===== src/rtl/baw_turn_sequencer.sv =====
// Turn sequencer for the two-player black-and-white card game: hands, turn order, round scoring, game end.
// Optional turn timeout auto-play is enabled with `define BAW_TURN_TIMEOUT_EN.
module baw_turn_sequencer #(
    parameter int WIN_TARGET     = 5,
    parameter int TIMEOUT_CYCLES = 1000
) (
    input  logic       clk,
    input  logic       reset,
    input  logic       start,
    input  logic       abort,
    input  logic       play_valid,
    input  logic       play_player,
    input  logic [8:0] play_sel,
    input  logic       next_round,
    output logic       play_ready,
    output logic       play_err,
    output logic       turn,
    output logic [8:0] p1_hand,
    output logic [8:0] p2_hand,
    output logic [3:0] p1_card,
    output logic [3:0] p2_card,
    output logic       lead_black,
    output logic [3:0] round,
    output logic [3:0] win,
    output logic [3:0] lose,
    output logic [1:0] match_result,
    output logic [1:0] game_result,
    output logic       game_over,
`ifdef BAW_TURN_TIMEOUT_EN
    output logic       timeout_fired,
`endif
    output logic [2:0] state_o
);

    typedef enum logic [2:0] {
        IDLE    = 3'b000,
        LEAD    = 3'b001,
        FOLLOW  = 3'b010,
        RESOLVE = 3'b011,
        SHOW    = 3'b100,
        DONE    = 3'b101
    } state_t;

    localparam logic [3:0] WIN_T = 4'(WIN_TARGET);

    if (WIN_TARGET < 1 || WIN_TARGET > 9 || TIMEOUT_CYCLES < 1) begin : g_bad_param
        $error("baw_turn_sequencer: WIN_TARGET must be 1..9 and TIMEOUT_CYCLES >= 1");
    end

    state_t     state;
    logic       leader;
    logic [8:0] cur_hand;
    logic       one_hot;
    logic       req_ok;
    logic       req_bad;
    logic       tmo_hit;
    logic       take;
    logic [8:0] take_sel;
    logic [3:0] take_idx;
    logic       finished;

`ifdef BAW_TURN_TIMEOUT_EN
    localparam int TW = $clog2(TIMEOUT_CYCLES + 1);
    logic [TW-1:0] tmo_cnt;
`endif

    function automatic logic [3:0] card_index(input logic [8:0] sel);
        card_index = 4'd0;
        for (int i = 0; i < 9; i++)
            if (sel[i]) card_index = 4'(i);
    endfunction

    assign play_ready = (state == LEAD) || (state == FOLLOW);
    assign game_over  = (state == DONE);
    assign state_o    = state;

    always_comb begin
        cur_hand = turn ? p2_hand : p1_hand;
        one_hot  = (play_sel != 9'd0) && ((play_sel & (play_sel - 9'd1)) == 9'd0);
        req_ok   = play_valid && play_ready && (play_player == turn) && one_hot
                   && ((play_sel & cur_hand) == play_sel);
        req_bad  = play_valid && play_ready && !req_ok;
`ifdef BAW_TURN_TIMEOUT_EN
        tmo_hit  = play_ready && !req_ok && (tmo_cnt == TW'(TIMEOUT_CYCLES - 1));
`else
        tmo_hit  = 1'b0;
`endif
        take     = req_ok || tmo_hit;
        // Timeout auto-play picks the lowest-index card still held.
        take_sel = req_ok ? play_sel : (cur_hand & (~cur_hand + 9'd1));
        take_idx = card_index(take_sel);
        finished = (win == WIN_T) || (lose == WIN_T) || (round == 4'd9);
    end

    always_ff @(posedge clk or posedge reset) begin
        if (reset) begin
            state        <= IDLE;
            leader       <= 1'b0;
            turn         <= 1'b0;
            p1_hand      <= 9'h1FF;
            p2_hand      <= 9'h1FF;
            p1_card      <= 4'd0;
            p2_card      <= 4'd0;
            lead_black   <= 1'b0;
            round        <= 4'd0;
            win          <= 4'd0;
            lose         <= 4'd0;
            match_result <= 2'b00;
            game_result  <= 2'b00;
            play_err     <= 1'b0;
`ifdef BAW_TURN_TIMEOUT_EN
            tmo_cnt       <= '0;
            timeout_fired <= 1'b0;
`endif
        end else if (abort) begin
            state        <= IDLE;
            leader       <= 1'b0;
            turn         <= 1'b0;
            p1_hand      <= 9'h1FF;
            p2_hand      <= 9'h1FF;
            p1_card      <= 4'd0;
            p2_card      <= 4'd0;
            lead_black   <= 1'b0;
            round        <= 4'd0;
            win          <= 4'd0;
            lose         <= 4'd0;
            match_result <= 2'b00;
            game_result  <= 2'b00;
            play_err     <= 1'b0;
`ifdef BAW_TURN_TIMEOUT_EN
            tmo_cnt       <= '0;
            timeout_fired <= 1'b0;
`endif
        end else begin
            play_err <= req_bad;
`ifdef BAW_TURN_TIMEOUT_EN
            timeout_fired <= tmo_hit;
            if (play_ready && !take) tmo_cnt <= tmo_cnt + 1'b1;
            else                     tmo_cnt <= '0;
`endif
            if (take) begin
                if (turn) begin
                    p2_hand <= p2_hand & ~take_sel;
                    p2_card <= take_idx;
                end else begin
                    p1_hand <= p1_hand & ~take_sel;
                    p1_card <= take_idx;
                end
            end
            case (state)
                IDLE, DONE: begin
                    if (start) begin
                        state        <= LEAD;
                        leader       <= 1'b0;
                        turn         <= 1'b0;
                        p1_hand      <= 9'h1FF;
                        p2_hand      <= 9'h1FF;
                        p1_card      <= 4'd0;
                        p2_card      <= 4'd0;
                        lead_black   <= 1'b0;
                        round        <= 4'd0;
                        win          <= 4'd0;
                        lose         <= 4'd0;
                        match_result <= 2'b00;
                        game_result  <= 2'b00;
                    end
                end
                LEAD: begin
                    if (take) begin
                        state      <= FOLLOW;
                        leader     <= turn;
                        lead_black <= take_idx[0];
                        turn       <= ~turn;
                    end
                end
                FOLLOW: begin
                    if (take) state <= RESOLVE;
                end
                RESOLVE: begin
                    round <= round + 4'd1;
                    state <= SHOW;
                    if (p1_card > p2_card) begin
                        win          <= win + 4'd1;
                        match_result <= 2'b01;
                        turn         <= 1'b0;
                    end else if (p2_card > p1_card) begin
                        lose         <= lose + 4'd1;
                        match_result <= 2'b10;
                        turn         <= 1'b1;
                    end else begin
                        match_result <= 2'b11;
                        turn         <= leader;
                    end
                end
                SHOW: begin
                    if (next_round) begin
                        if (finished) begin
                            state <= DONE;
                            if (win > lose)      game_result <= 2'b01;
                            else if (lose > win) game_result <= 2'b10;
                            else                 game_result <= 2'b11;
                        end else begin
                            state <= LEAD;
                        end
                    end
                end
                default: state <= IDLE;
            endcase
        end
    end

endmodule


===== config.mk =====
export PLATFORM = sky130hd
export DESIGN_NAME = baw_turn_sequencer
export DESIGN_NICKNAME = d
export VERILOG_FILES = /design/src/rtl/baw_turn_sequencer.sv
export SDC_FILE = /design/constraint.sdc
export NUM_CORES = 1
export LEC_CHECK = 0
export ABC_AREA = 1
export CORE_ASPECT_RATIO = 0.5
export CORE_MARGIN = 3
export CORE_UTILIZATION = 35
export CTS_BUF_LIST = sky130_fd_sc_hd__clkbuf_2 sky130_fd_sc_hd__clkbuf_4 sky130_fd_sc_hd__clkbuf_8
export DETAILED_ROUTE_END_ITERATION = 12
export DONT_BUFFER_PORTS = 1
export SLEW_MARGIN = 20
export SYNTH_ARGS = -nofsm -noshare
export SYNTH_HDL_FRONTEND = slang
export SYNTH_SLANG_ARGS = --single-unit

===== constraint.sdc =====
create_clock -name clk -period 2.27 [get_ports clk]
set_input_delay 0.454 -clock clk [delete_from_list [all_inputs] [get_ports clk]]
set_output_delay 0.454 -clock clk [all_outputs]
set_load 0.05 [all_outputs]

==> metrics.cfg, run 1 <==
[run_status]
status = finished, final reports clean

[route]
drt-initial-drc-count = 179
remaining_drc_errors = 0
wire_per_inst_um = 14.7
viasPerCell = 4.98
num_vias = 3013
ant_nets = 0
wl_um = 8910
dr.pass1.iters = 4

[floorplan]
io_pins = 66
die_w_um = 141
num_rows = 23
core_area_um2 = 8370
dieArea_um2 = 10300
die_h_um = 73.3
start_util_pct = 37.8

[logic_synthesis]
synth_edf_count = 0
syn-num-nets = 464
synthCells = 434
ys_types = 35
ys_warn_count = 0
ys_seq_area_share_pct = 39.4
async_reset_ff_share_pct = 100
syn_area_um2 = 3170
ys_ff_latch = 49
syn_avg_cell_area_um2 = 7.30
synthFlopType = dfrtp_1

[grt]
grt_max_degree = 19
grt_pass1_wl_um = 14400
grt_antenna_before_repair = 0
overflow = 0
grt_pass1_vias = 2798
track_usage_pct = 17.6

[power_and_ir_drop]
p_leak_nw = 1.94
power_frac_clock_pct = 20.4
intPower_mw = 1.48
p_per_area_nw_per_um2 = 707
pwr-share-seq_pct = 37.3
ir_worst_vdd_uv = 330
p_sw_share_pct = 45.2
p_comb_share_pct = 42.3
switching_power_mw = 1.22

[clocking]
clock_latency_ns = 0.32
clock-sinks = 49
clk_path_buf_depth = 2
cts.clk_slew.worst_paths_ns = 0.10
cts_tree = done
numCtsBuffers = 5
cts-htree-levels = 2
root_buffer = clkbuf_8

[timing]
final_max_slew_viol_count = 0
fin_crit_sh_pct = 91.4
whs_ns = 0.273
setup_viol = 0
tns_ns = 0
clock_skew_ns = 0.0115
rsz0062_at_grt = false
max_slew_margin_pct = 63.5
hold_viol = 0
min_period_ns = 2.07
worst_pin_slew_ns = 0.547
max_freq_mhz = 482

[place]
placed_area_um2 = 3680
portBuffers = 0
place_congestion = 0.924
dp_hpwl_um = 7070
dp_cells = 595

[critical_path]
cp.required_ns = 2.48
crit_type = reg -> reg
cp-start-kind = flop
cp.arrival_ns = 2.29
rr_worst_depth = 16
crit_fanout = 13
end_kind = flop

[finish]
final_cells = 605
fin_nets = 522
fin_area_um2 = 3810
regArea_um2 = 1250
area_growth_pct = 20.5
final_layout_size_suffix_gt1_share_pct = 23.1
diodes = 0
n_fill_cell = 841
multi_input_area_um2 = 1650

[worst_hold_path]
hold_class = in -> reg
worst_hold_path.num_cells = 3

[run]
cap_violations = 0

registers in the layout (all words and copies together) (netlist names):
register,count
game_result,2
lead_black,1
leader,1
lose,4
match_result,2
p1_card,4
p1_hand,9
p2_card,4
p2_hand,9
play_err,1
round,4
state_o,3
turn,1
win,4
final timing paths:
check                              to        start  slack (ns)
max                        lead_black         turn        0.20
min                        p2_hand[8]  play_sel[8]        0.27
max reg2reg                lead_black         turn        0.20
min reg2reg                    leader       leader        0.51
max in group asynchronous  p2_hand[4]        reset        1.08
min in group asynchronous  p2_card[3]        reset        0.55
through the flow:
step / power (mW) / util (%) / setup WS [ns]
6_report: 2.70 / 45.6 / 0.195
5_1_grt: 2.88 / 45.6 / 0.00536
4_1_cts: 2.70 / 45.2 / 0.0887
3_5_place_dp: 2.14 / 44.0 / 0.0937
3_3_place_gp: 2.14 / 44.0 / 0.118
2_1_floorplan: 1.84 / - / 0.0406
placed cells by master, fill, tap and decap left out, types with 4 or more instances in the layout:
| cell | n |
|---|---|
| o21a_1 | 4 |
| nor2_1 | 35 |
| inv_1 | 56 |
| clkbuf_8 | 5 |
| nand2_1 | 129 |
| o31ai_1 | 5 |
| buf_4 | 56 |
| nand4_1 | 4 |
| nor3_1 | 7 |
| dfrtp_1 | 29 |
| a21oi_1 | 15 |
| nor2_4 | 8 |
| nand2_2 | 10 |
| dfstp_2 | 18 |
| o21ai_0 | 30 |
| ha_1 | 14 |
| nand3_1 | 32 |
cell type report:
cell class              count  area share, %
multi-input cells         318           43.3
flip-flops and latches     49           32.8
repair buffers             58           11.8
inverters                  60           6.03
well taps                 112           3.67
clock buffers               5           1.80
clock inverters             3          0.590
synth_stat cells (2+ instances only):
cell,number,area (µm²)
clkbuf_1,3,11.3
inv_1,58,218
o21a_1,4,30.0
dfrtp_1,31,776
nor2_2,2,12.5
and3_1,2,12.5
nand2_2,10,62.6
nor2_4,7,78.8
inv_2,2,7.51
nand3_1,32,160
o22ai_1,3,18.8
o21ai_2,2,17.5
nor3_1,7,35.0
a31oi_1,2,12.5
o21bai_1,2,15.0
dfstp_2,18,473
o21ai_0,30,150
nand4_1,4,25.0
a21oi_1,15,75.1
buf_6,4,45.0
ha_1,14,175
nand2_1,129,484
nor2_1,36,135
a21oi_2,2,17.5
o31ai_1,5,37.5
worst max-delay path, cell delays in order (launching register included):
cell and delay, ns:
dfrtp_2 0.45, buf_4 0.17, nand2_1 0.06, nand2_1 0.10, nor2_1 0.10, nand2_1 0.05, nand2_1 0.06, nand2_1 0.08
nor2_4 0.13, nand2_4 0.09, buf_12 0.16, nand2_1 0.05, nand2_1 0.10, nor2_4 0.14, nand3_1 0.08, nand2_1 0.07
nand2_1 0.05
cells by family (layout without fill, tap and decap cells):
logic type | after synthesis | count (layout) | share of synthesized area, %
fa+ha+maj | 14 | 14 | 5.53
xor+xnor | 1 | 1 | 0.277
buf+inv | 67 | 126 | 8.89
mux | 1 | 1 | 0.316
compound gates | 69 | 69 | 12.8
flops | 49 | 49 | 39.4
simple gates | 233 | 233 | 32.8
what timing repair did:
item / in CTS / in global routing
setup buffers: 0 / 1
resized for setup: 0 / 7
hold endpoints to repair: 5 / 0
hold buffers: 1 / 0
setup endpoints to repair: 0 / 14
power groups by stage:
stage	clock network (mW)	registers (mW)	logic, mW
after floorplan	0	1.12	0.711
after global placement	0	1.01	1.13
after detailed placement	0	1.02	1.13
after CTS	0.569	1.00	1.13
after global routing	0.605	1.01	1.26
final	0.550	1.01	1.14
routing by layer:
metal  up-vias  share of wire (%)  GRT usage [%]
li1       1517                  -              -
met1      1402                 48           25.1
met2        86                 43           27.2
met3         8                7.7           4.49
met4         0               0.99           4.19
met5         -                  0              0
(Power assumes the default switching activity.)
==> inputs of run 2 (changes only) <==
SETUP_SLACK_MARGIN = 0.05   (was not set)
SLEW_MARGIN = 10   (was 20)
==> metrics.cfg, run 2 (synthesized netlist as in run 1, its figures left out) <==
[run_status]
status = finished, final reports clean  ; unchanged

[grt]
grt_antenna_before_repair = 0  ; unchanged
overflow = 0  ; unchanged
track_usage_pct = 16.6  ; was 17.6%
grt_max_degree = 27  ; was 19
grt_pass1_wl_um = 13700  ; was 14400 µm
grt_pass1_vias = 2792  ; was 2798

[timing]
worst_pin_slew_ns = 0.596  ; was 0.547 ns
fin_crit_sh_pct = 91.9  ; was 91.4%
clock_skew_ns = 0.0129  ; was 0.0115 ns
tns_ns = 0  ; unchanged
max_slew_margin_pct = 60.2  ; was 63.5%
max_freq_mhz = 479  ; was 482 MHz
whs_ns = 0.0927  ; was 0.273 ns
rsz0062_at_grt = true  ; was false
hold_viol = 0  ; unchanged
min_period_ns = 2.09  ; was 2.07 ns
setup_viol = 0  ; unchanged
final_max_slew_viol_count = 0  ; unchanged

[route]
drt-initial-drc-count = 186  ; was 179
wl_um = 8570  ; was 8910 µm
num_vias = 2972  ; was 3013
ant_nets = 0  ; unchanged
remaining_drc_errors = 0  ; unchanged
dr.pass1.iters = 4  ; unchanged
viasPerCell = 4.91  ; was 4.98
wire_per_inst_um = 14.2  ; was 14.7 µm

[critical_path]
cp-start-kind = flop  ; unchanged
end_kind = flop  ; unchanged
slowest_stage = dfrtp_2  ; unchanged
crit_family = simple AND/OR/NAND/NOR gates  ; unchanged
cp_common_cell = nand2_1  ; unchanged
crit_chain = buf_12 -> inv_4 -> a21oi_1 -> nand3_1 -> nor2_1 -> nand2_1 -> nor2_4 -> nand2_4 -> buf_12 -> nand2_1 -> nand2_1 -> nor2_2 -> nand3_1 -> nand2_1 -> inv_1  ; was buf_4 -> nand2_1 -> nand2_1 -> nor2_1 -> nand2_1 -> nand2_1 -> nand2_1 -> nor2_4 -> nand2_4 -> buf_12 -> nand2_1 -> nand2_1 -> nor2_4 -> nand3_1 -> nand2_1 -> nand2_1
cp.arrival_ns = 2.28  ; was 2.29 ns
cp.required_ns = 2.46  ; was 2.48 ns
crit_buf_inv = 4  ; was 2
crit_fanout = 8  ; was 13
worst_path_largest_cell_delay_ns = 0.48  ; was 0.45 ns
crit_type = reg -> reg  ; unchanged

[finish]
fin_nets = 522  ; unchanged
diodes = 0  ; unchanged
reg_top3 = p1_hand (9), p2_hand (9)  ; unchanged
final_layout_size_suffix_gt1_share_pct = 26.6  ; was 23.1%
fin_area_um2 = 3920  ; was 3810 µm²
area_growth_pct = 23.7  ; was 20.5%
final_common_cell = nand2_1  ; unchanged
final_cell_mix = nand2_1, inv_1, buf_4  ; unchanged

[clocking]
root_buffer = clkbuf_8  ; unchanged
cts_tree = done  ; unchanged
cts-htree-levels = 2  ; unchanged
cts_hold_buffers = 0  ; was 1
numCtsBuffers = 5  ; unchanged
clk_path_buf_depth = 2  ; unchanged
clock-sinks = 49  ; unchanged
cts.clk_slew.worst_paths_ns = 0.09  ; was 0.10 ns
clock_latency_ns = 0.30  ; was 0.32 ns

[power_and_ir_drop]
ir_worst_vdd_uv = 416  ; was 330 µV
p_leak_nw = 1.97  ; was 1.94 nW
p_per_area_nw_per_um2 = 706  ; was 707 nW/µm²
fin_total_pwr_mw = 2.77  ; was 2.70 mW

[place]
dp_hpwl_um = 6770  ; was 7070 µm
place_congestion = 0.856  ; was 0.924
placed_area_um2 = 3660  ; was 3680 µm²
portBuffers = 0  ; unchanged

[floorplan]
die_w_um = 141  ; unchanged
start_util_pct = 37.8  ; unchanged
num_rows = 23  ; unchanged
die_h_um = 73.3  ; unchanged
dieArea_um2 = 10300  ; unchanged
core_area_um2 = 8370  ; unchanged
io_pins = 66  ; unchanged

[worst_hold_path]
hold_class = in -> async  ; was in -> reg

[run]
cap_violations = 0  ; unchanged

[run 2: power breakdown]
group | switching, mW | leakage [nW] | internal, mW
Combinational | 0.842 | 1.31 | 0.396
Sequential | 0.101 | 0.613 | 0.920
Clock | 0.294 | 0.0482 | 0.214
[run 2: final cells by class]
cell class / count / area (µm²)
fill: 843 / 4460
multi-input combinational: 318 / 1710
sequential: 49 / 1250
timing repair buffer: 57 / 494
inverter: 60 / 230
tap: 112 / 140
clock buffer: 5 / 68.8
clock inverter: 3 / 16.3
timing repair inverter: 1 / 6.26
[run 2: metrics by stage]
step	std cells	setup WS [ns]	util, %
final	605	0.184	46.8
after global routing	605	-0.000644	46.8
after CTS	598	0.0940	44.7
after detailed placement	590	0.0999	43.7
after global placement	590	0.110	43.7
after floorplan	434	0.0998	-
[run 2: layer usage]
metal | vias up | global-route usage (%) | share of wire [%] | wire [µm]
met5 | - | 0 | 0 | 0
met1 | 1362 | 23.8 | 48 | 4130
li1 | 1520 | - | - | -
met4 | 0 | 3.44 | 0.46 | 39
met2 | 85 | 25.8 | 44 | 3780
met3 | 5 | 4.10 | 7.3 | 624
[run 2: worst reg2reg max path: stages, from the launching register on]
cell	delay, ns
dfrtp_2	0.48
buf_12	0.13
inv_4	0.05
a21oi_1	0.12
nand3_1	0.08
nor2_1	0.11
nand2_1	0.09
nor2_4	0.18
nand2_4	0.11
buf_12	0.16
nand2_1	0.05
nand2_1	0.08
nor2_2	0.13
nand3_1	0.09
nand2_1	0.08
inv_1	0.04
[run 2: final timing paths]
path / start / endpoint / slack [ns] / cells after the start
setup reg to reg: turn / p2_card[2] / 0.18 / 15
max in group asynchronous: reset / p2_hand[1] / 1.57 / 2
setup / recovery: turn / p2_card[2] / 0.18 / 15
min in group clk: play_sel[8] / p2_hand[8] / 0.30 / 3
hold reg to reg: leader / leader / 0.52 / 1
hold / removal: reset / lose[0] / 0.09 / 1
[run 2: timing repair]
item / CTS / global route
resized for setup: 0 / 29
endpoints found under the setup margin: 0 / 16
setup buffers: 0 / 5
